==> src/rtl/snap_phase_addr_gen_if.sv <==
// Signal bundle between the channelizer/software control side and the phase snapshot
// capture controller, including the BRAM write port and the status word.
interface snap_phase_addr_gen_if #(
    parameter int ADDR_W = 9,
    parameter int CH_W   = 9,
    parameter int PH_W   = 16
);
    logic                     arm;
    logic [CH_W-1:0]          ch_sel;
    logic                     sync_in;
    logic [CH_W-1:0]          ch_idx;
    logic signed [PH_W-1:0]   phase_in;
    logic                     phase_valid;
    logic                     bram_we;
    logic [ADDR_W-1:0]        bram_addr;
    logic [31:0]              bram_din;
    logic [31:0]              addr_out;

    modport master (
        output arm, ch_sel, sync_in, ch_idx, phase_in, phase_valid,
        input  bram_we, bram_addr, bram_din, addr_out
    );

    modport slave (
        input  arm, ch_sel, sync_in, ch_idx, phase_in, phase_valid,
        output bram_we, bram_addr, bram_din, addr_out
    );
endinterface

==> src/rtl/snap_phase_addr_gen.sv <==
// Phase snapshot capture controller: on arm, waits for frame sync and then writes one
// selected channel's phase (tagged with a frame count) into a snapshot BRAM until full.
module snap_phase_addr_gen #(
    parameter int ADDR_W = 9,
    parameter int CH_W   = 9,
    parameter int PH_W   = 16
) (
    input  logic                  user_clk,
    input  logic                  user_rst,
    snap_phase_addr_gen_if.slave  cap
);

    typedef enum logic [1:0] {IDLE, ARMED, CAPTURE, DONE} state_t;

    localparam logic [ADDR_W-1:0] LAST_ADDR = '1;
    localparam logic [ADDR_W-1:0] ADDR_ONE  = ADDR_W'(1);

    state_t              state;
    logic                arm_d;
    logic [CH_W-1:0]     sel_q;
    logic [ADDR_W-1:0]   wr_cnt;
    logic [15:0]         frame_cnt;

    logic                arm_edge;
    logic                match;
    logic                take;
    logic [15:0]         frame_nxt;

    function automatic logic [15:0] sext16(input logic signed [PH_W-1:0] p);
        return 16'(p);
    endfunction

    function automatic logic [31:0] status_word(input logic done, input logic busy,
                                                input logic [ADDR_W-1:0] addr);
        logic [31:0] w;
        w              = '0;
        w[31]          = done;
        w[30]          = busy;
        w[ADDR_W-1:0]  = addr;
        return w;
    endfunction

    // A sync coinciding with a matching sample in CAPTURE bumps the frame count first,
    // so the sample is tagged with the new frame number.
    always_comb begin
        arm_edge  = cap.arm & ~arm_d;
        match     = cap.phase_valid && (cap.ch_idx == sel_q);
        frame_nxt = (state == CAPTURE && cap.sync_in) ? frame_cnt + 16'd1 : frame_cnt;
        take      = match && ((state == CAPTURE) || (state == ARMED && cap.sync_in));
    end

    always_ff @(posedge user_clk or posedge user_rst) begin
        if (user_rst) begin
            state         <= IDLE;
            arm_d         <= 1'b0;
            sel_q         <= '0;
            wr_cnt        <= '0;
            frame_cnt     <= '0;
            cap.bram_we   <= 1'b0;
            cap.bram_addr <= '0;
            cap.bram_din  <= '0;
            cap.addr_out  <= '0;
        end else begin
            arm_d       <= cap.arm;
            cap.bram_we <= 1'b0;

            case (state)
                IDLE, DONE: begin
                    if (arm_edge) begin
                        sel_q        <= cap.ch_sel;
                        wr_cnt       <= '0;
                        frame_cnt    <= '0;
                        cap.addr_out <= status_word(1'b0, 1'b1, '0);
                        state        <= ARMED;
                    end
                end
                ARMED: begin
                    if (cap.sync_in) state <= CAPTURE;
                end
                CAPTURE: begin
                    frame_cnt <= frame_nxt;
                end
                default: state <= IDLE;
            endcase

            // Write stage: BRAM port and status address field update together.
            if (take) begin
                cap.bram_we   <= 1'b1;
                cap.bram_addr <= wr_cnt;
                cap.bram_din  <= {frame_nxt, sext16(cap.phase_in)};
                if (wr_cnt == LAST_ADDR) begin
                    cap.addr_out <= status_word(1'b1, 1'b0, wr_cnt);
                    state        <= DONE;
                end else begin
                    cap.addr_out <= status_word(1'b0, 1'b1, wr_cnt);
                    wr_cnt       <= wr_cnt + ADDR_ONE;
                end
            end
        end
    end

endmodule

==> src/flat_wrapper.sv <==
// flat-port wrapper written by rule: the top's interface ports become plain ports
module snap_phase_addr_gen_flat 
#(
    parameter int ADDR_W = 9,
    parameter int CH_W   = 9,
    parameter int PH_W   = 16
)
  (user_clk, user_rst, cap_arm, cap_ch_sel, cap_sync_in, cap_ch_idx, cap_phase_in, cap_phase_valid, cap_bram_we, cap_bram_addr, cap_bram_din, cap_addr_out);
  snap_phase_addr_gen_if #(.ADDR_W(ADDR_W), .CH_W(CH_W), .PH_W(PH_W)) cap_i ();
  input  logic user_clk;
  input  logic user_rst;
  input wire logic [$bits(cap_i.arm)-1:0] cap_arm;
  input wire logic [$bits(cap_i.ch_sel)-1:0] cap_ch_sel;
  input wire logic [$bits(cap_i.sync_in)-1:0] cap_sync_in;
  input wire logic [$bits(cap_i.ch_idx)-1:0] cap_ch_idx;
  input wire logic [$bits(cap_i.phase_in)-1:0] cap_phase_in;
  input wire logic [$bits(cap_i.phase_valid)-1:0] cap_phase_valid;
  output wire logic [$bits(cap_i.bram_we)-1:0] cap_bram_we;
  output wire logic [$bits(cap_i.bram_addr)-1:0] cap_bram_addr;
  output wire logic [$bits(cap_i.bram_din)-1:0] cap_bram_din;
  output wire logic [$bits(cap_i.addr_out)-1:0] cap_addr_out;
  assign cap_i.arm = cap_arm;
  assign cap_i.ch_sel = cap_ch_sel;
  assign cap_i.sync_in = cap_sync_in;
  assign cap_i.ch_idx = cap_ch_idx;
  assign cap_i.phase_in = cap_phase_in;
  assign cap_i.phase_valid = cap_phase_valid;
  assign cap_bram_we = cap_i.bram_we;
  assign cap_bram_addr = cap_i.bram_addr;
  assign cap_bram_din = cap_i.bram_din;
  assign cap_addr_out = cap_i.addr_out;
  snap_phase_addr_gen #(.ADDR_W(ADDR_W), .CH_W(CH_W), .PH_W(PH_W)) u_core (.user_clk(user_clk), .user_rst(user_rst), .cap(cap_i));
endmodule
==> config.mk <==
export PLATFORM = sky130hd
export DESIGN_NAME = snap_phase_addr_gen_flat
export DESIGN_NICKNAME = d
export VERILOG_FILES = /design/src/rtl/snap_phase_addr_gen_if.sv /design/src/rtl/snap_phase_addr_gen.sv /design/src/flat_wrapper.sv
export SDC_FILE = /design/constraint.sdc
export NUM_CORES = 1
export LEC_CHECK = 0
export ABC_AREA = 1
export BUFFER_PORTS_ARGS = -buffer_cell sky130_fd_sc_hd__buf_2
export CAP_MARGIN = 10
export CORE_ASPECT_RATIO = 0.8
export CORE_UTILIZATION = 45
export DETAILED_ROUTE_END_ITERATION = 6
export PLACE_DENSITY = 0.72
export SLEW_MARGIN = 20
export SYNTH_ARGS = -nofsm -noshare
export SYNTH_HDL_FRONTEND = slang
export SYNTH_SLANG_ARGS = --single-unit
==> constraint.sdc <==
create_clock -name user_clk -period 2.5 [get_ports user_clk]
set_input_delay 0.375 -clock user_clk [delete_from_list [all_inputs] [get_ports user_clk]]
set_output_delay 0.375 -clock user_clk [all_outputs]
set_load 0.01 [all_outputs]
==> results.sh <==
export IMPL_start_kind="register"
export IMPL_ys_ff_latch=90
export IMPL_grt_pass1_wl_mm=16.42
export IMPL_portBuffers=91
export IMPL_switching_share_pct=30.43
export IMPL_multi_input_area_mm2=0.001841
export IMPL_syn_to_final_growth_pct=17.90
export IMPL_rsz0062_at_grt="false"
export IMPL_cts_resized=0
export IMPL_final_seq_area_mm2=0.002252
export IMPL_drc=0
export IMPL_endpoint="u_core.wr_cnt[3]$_DFF_PP0_"
export IMPL_die_area_mm2=0.01039
export IMPL_postRouteAntennaNets=0
export IMPL_worstPathMaxFanout=6
export IMPL_tightest_slew_ns=0.8164
export IMPL_r2r_start="u_core.wr_cnt[0]$_DFF_PP0_"
export IMPL_die_h_um=91.39
export IMPL_finalSetupViolCount=0
export IMPL_dieWidth_um=113.7
export IMPL_fin_nets=688
export IMPL_yosys_warnings=0
export IMPL_clockBufferDepth=2
export IMPL_path_class="reg2reg"
export IMPL_period_share_pct=88.03
export IMPL_grt_ovfl_total=0
export IMPL_cts_made_buffers=9
export IMPL_seq_area_frac_synth_pct=50.11
export IMPL_critPathArrivalTime_ns=2.44
export IMPL_drive_gt1_share_pct=21.76
export IMPL_via_per_inst=4.630
export IMPL_p_comb_share_pct=18.8
export IMPL_finalSetupTns_ns=0
export IMPL_setup_slack_ns=0.2993
export IMPL_synthCells=549
export IMPL_preCtsSetupSlack_ns=0.3302
export IMPL_seqPwrFrac_pct=45.5
export IMPL_dp_hpwl_mm=6.725
export IMPL_startpoint="u_core.wr_cnt[0]$_DFF_PP0_"
export IMPL_stdcell_area_mm2=0.005299
export IMPL_crit_buf_inv=3
export IMPL_postSynthAreaPerCell_um2=8.186
export IMPL_fillerInstances=945
export IMPL_grt_pass1_vias=3555
export IMPL_drtPass1Iterations=5
export IMPL_slew_headroom_pct=45.46
export IMPL_row_count=32
export IMPL_cp_required_ns=2.73
export IMPL_core_area_mm2=0.009689
export IMPL_internal_power_uw=2528
export IMPL_crit_family="simple AND/OR/NAND/NOR gates"
export IMPL_r2r_end="u_core.wr_cnt[3]$_DFF_PP0_"
export IMPL_drtIter0Drc=132
export IMPL_routed_wl_mm=9.348
export IMPL_diodes=0
export IMPL_crit_path_top_delay_cell="dfrtp_1"
export IMPL_cts_setup_buffers=0
export IMPL_skew_ns=0.007237
export IMPL_syn_cell_area_mm2=0.004494
export IMPL_p_switching_uw=1105
export IMPL_synth_top_cell_by_area="dfrtp_1"
export IMPL_crit_path_max_incr_delay_ns=0.41
export IMPL_initial_core_util_pct=46.38
export IMPL_power_per_cell_area_mw_per_mm2=685.6
export IMPL_worstRegToRegCells=13
export IMPL_cts_root_buf="clkbuf_16"
export IMPL_outcome="complete, no violations"
export IMPL_yosysTopAreaCellShare_pct=50.11
export IMPL_cap_violations=0
export IMPL_wire_per_inst_um=11.92
export IMPL_insertion_delay_ns=0.34
export IMPL_peakVddDrop_mv=0.5553
export IMPL_cp_num_cells=13
export IMPL_cts_htree_levels=3
export IMPL_globalplace_congestion=0.8522
export IMPL_layout_min_cycle_time_ns=2.201
export IMPL_clockPowerShare_pct=35.7
export IMPL_grt_max_degree=39
export IMPL_ff2ff_setup_slack_ns=0.30
export IMPL_grt_antenna_before_repair=0
export IMPL_slew_viol_final=0
export IMPL_total_leakage_power_uw=0.002929
export IMPL_io_pins=113
export IMPL_finalHoldViolCount=0
export IMPL_critPathCaptureType="register"
export IMPL_cts_tree="built"
export IMPL_ctsHoldBuffers=0
export IMPL_yosys_top_cells_area="dfrtp_1 50%, nand2_1 17%, o21ai_0 4.8%"
export IMPL_path_cells="ha_1 -> nand2_1 -> inv_1 -> nand3_1 -> nor3_1 -> ha_1 -> inv_1 -> nor2_1 -> inv_1 -> a21oi_1 -> a21oi_1 -> nand2_1 -> nand2_1"
export IMPL_path_clk_slew_ns=0.07
export IMPL_grt_use_total_pct=19.97
export IMPL_cts_sinks=90
export IMPL_hold_path_class="in2async"
export IMPL_synth_cell_types=32
export IMPL_place_area_mm2=0.005009
export IMPL_num_vias=3630
export IMPL_utilization_pct=54.69
export IMPL_fmax_mhz=454.4
-- per-stage QoR --
stage               total power [uW]  std cells  hold slack [ns]
finish                          3633        784           0.1843
global route                    3859        784           0.1897
CTS                             3677        784           0.1782
detailed placement              2367        768           0.4634
global placement                2340        768           0.4578
floorplan                       2178        569           0.4064
-- synth_stat cells --
| cell | n |
|---|---|
| o21ai_2 | 9 |
| buf_6 | 5 |
| nand3_4 | 1 |
| nand2_2 | 3 |
| nor2_1 | 22 |
| buf_2 | 6 |
| nand2_1 | 198 |
| xor2_1 | 10 |
| inv_2 | 2 |
| xnor2_1 | 1 |
| a31oi_1 | 1 |
| nor2_4 | 3 |
| nand3_2 | 1 |
| o21ai_1 | 12 |
| nand3b_1 | 2 |
| nand3_1 | 32 |
| dfrtp_1 | 90 |
| clkbuf_1 | 3 |
| conb_1 | 1 |
| nor2_8 | 1 |
| buf_4 | 21 |
| a21oi_1 | 3 |
| o22ai_1 | 5 |
| nand2_4 | 2 |
| nor3_1 | 4 |
| nand4_2 | 1 |
| inv_1 | 56 |
| o21ai_0 | 43 |
| clkinv_1 | 1 |
| ha_1 | 6 |
| nor2_2 | 3 |
| and3b_1 | 1 |
-- cell families (layout without fill, tap and decap cells) --
logic type | count (synthesis) | after routing | share of synthesized area [%]
compound gates | 73 | 73 | 9.048
xor+xnor | 11 | 11 | 2.144
fa+ha+maj | 6 | 6 | 1.670
buf+inv | 94 | 173 | 10.61
flops | 90 | 90 | 50.11
other cells | 1 | 21 | 0.08344
simple gates | 274 | 274 | 26.34
-- routing by layer --
metal | global-route usage (%) | routed length, um | vias up
li1 | - | - | 1862
met1 | 27.01 | 4657 | 1660
met2 | 31.81 | 4115 | 99
met3 | 4.873 | 492 | 9
met4 | 5.592 | 83 | 0
met5 | 0 | 0 | -
-- cells in the final DEF (no fill, tap or decap), drive strengths merged --
cell | Yosys | final
a21oi | 3 | 3
a31oi | 1 | 1
and3b | 1 | 1
buf | 32 | 98
clkbuf | 3 | 10
clkinv | 1 | 3
clkinvlp | 0 | 4
conb | 1 | 21
dfrtp | 90 | 90
ha | 6 | 6
inv | 58 | 58
nand2 | 203 | 203
nand3 | 34 | 34
nand3b | 2 | 2
nand4 | 1 | 1
nor2 | 29 | 29
nor3 | 4 | 4
o21ai | 64 | 64
o22ai | 5 | 5
xnor2 | 1 | 1
xor2 | 10 | 10
-- power by group through the flow --
stage	clock (uW)	sequential (uW)	combinational (uW)
floorplan	0	1690	489
global route	1390	1670	795
detailed placement	0	1680	686
global placement	0	1670	666
CTS	1330	1660	692
finish	1300	1650	683
-- sequential cells by signal, indices dropped and copies added, names as in the netlist, 2 cells and up --
signal	cells
u_core.cap.bram_addr	9
u_core.frame_cnt	16
u_core.cap.addr_out	11
u_core.cap.bram_din	32
u_core.sel_q	9
u_core.state	2
u_core.wr_cnt	9
-- cell type report --
type	count	share of cell area [%]
Clock buffer	10	4.510
Clock inverter	6	0.9681
Inverter	59	4.250
Multi-Input combinational cell	385	34.73
Sequential cell	90	42.50
Tap cell	136	3.211
Timing Repair Buffer	98	9.823
-- how the worst min path moves through the flow --
stage,from,slack (ns),end
after floorplan,cap_arm,0.41,u_core.arm_d$_DFF_PP0_
after global placement,u_core.cap.bram_din[6]$_DFFE_PP0N_,0.46,u_core.cap.bram_din[6]$_DFFE_PP0N_
after detailed placement,u_core.cap.bram_addr[1]$_DFFE_PP0N_,0.46,u_core.cap.bram_addr[1]$_DFFE_PP0N_
after CTS,cap_arm,0.18,u_core.arm_d$_DFF_PP0_
after global routing,cap_arm,0.19,u_core.arm_d$_DFF_PP0_
final,user_rst,0.18,u_core.cap.addr_out[2]$_DFFE_PP0P_
No activity file was read; power rests on OpenSTA's default activity.
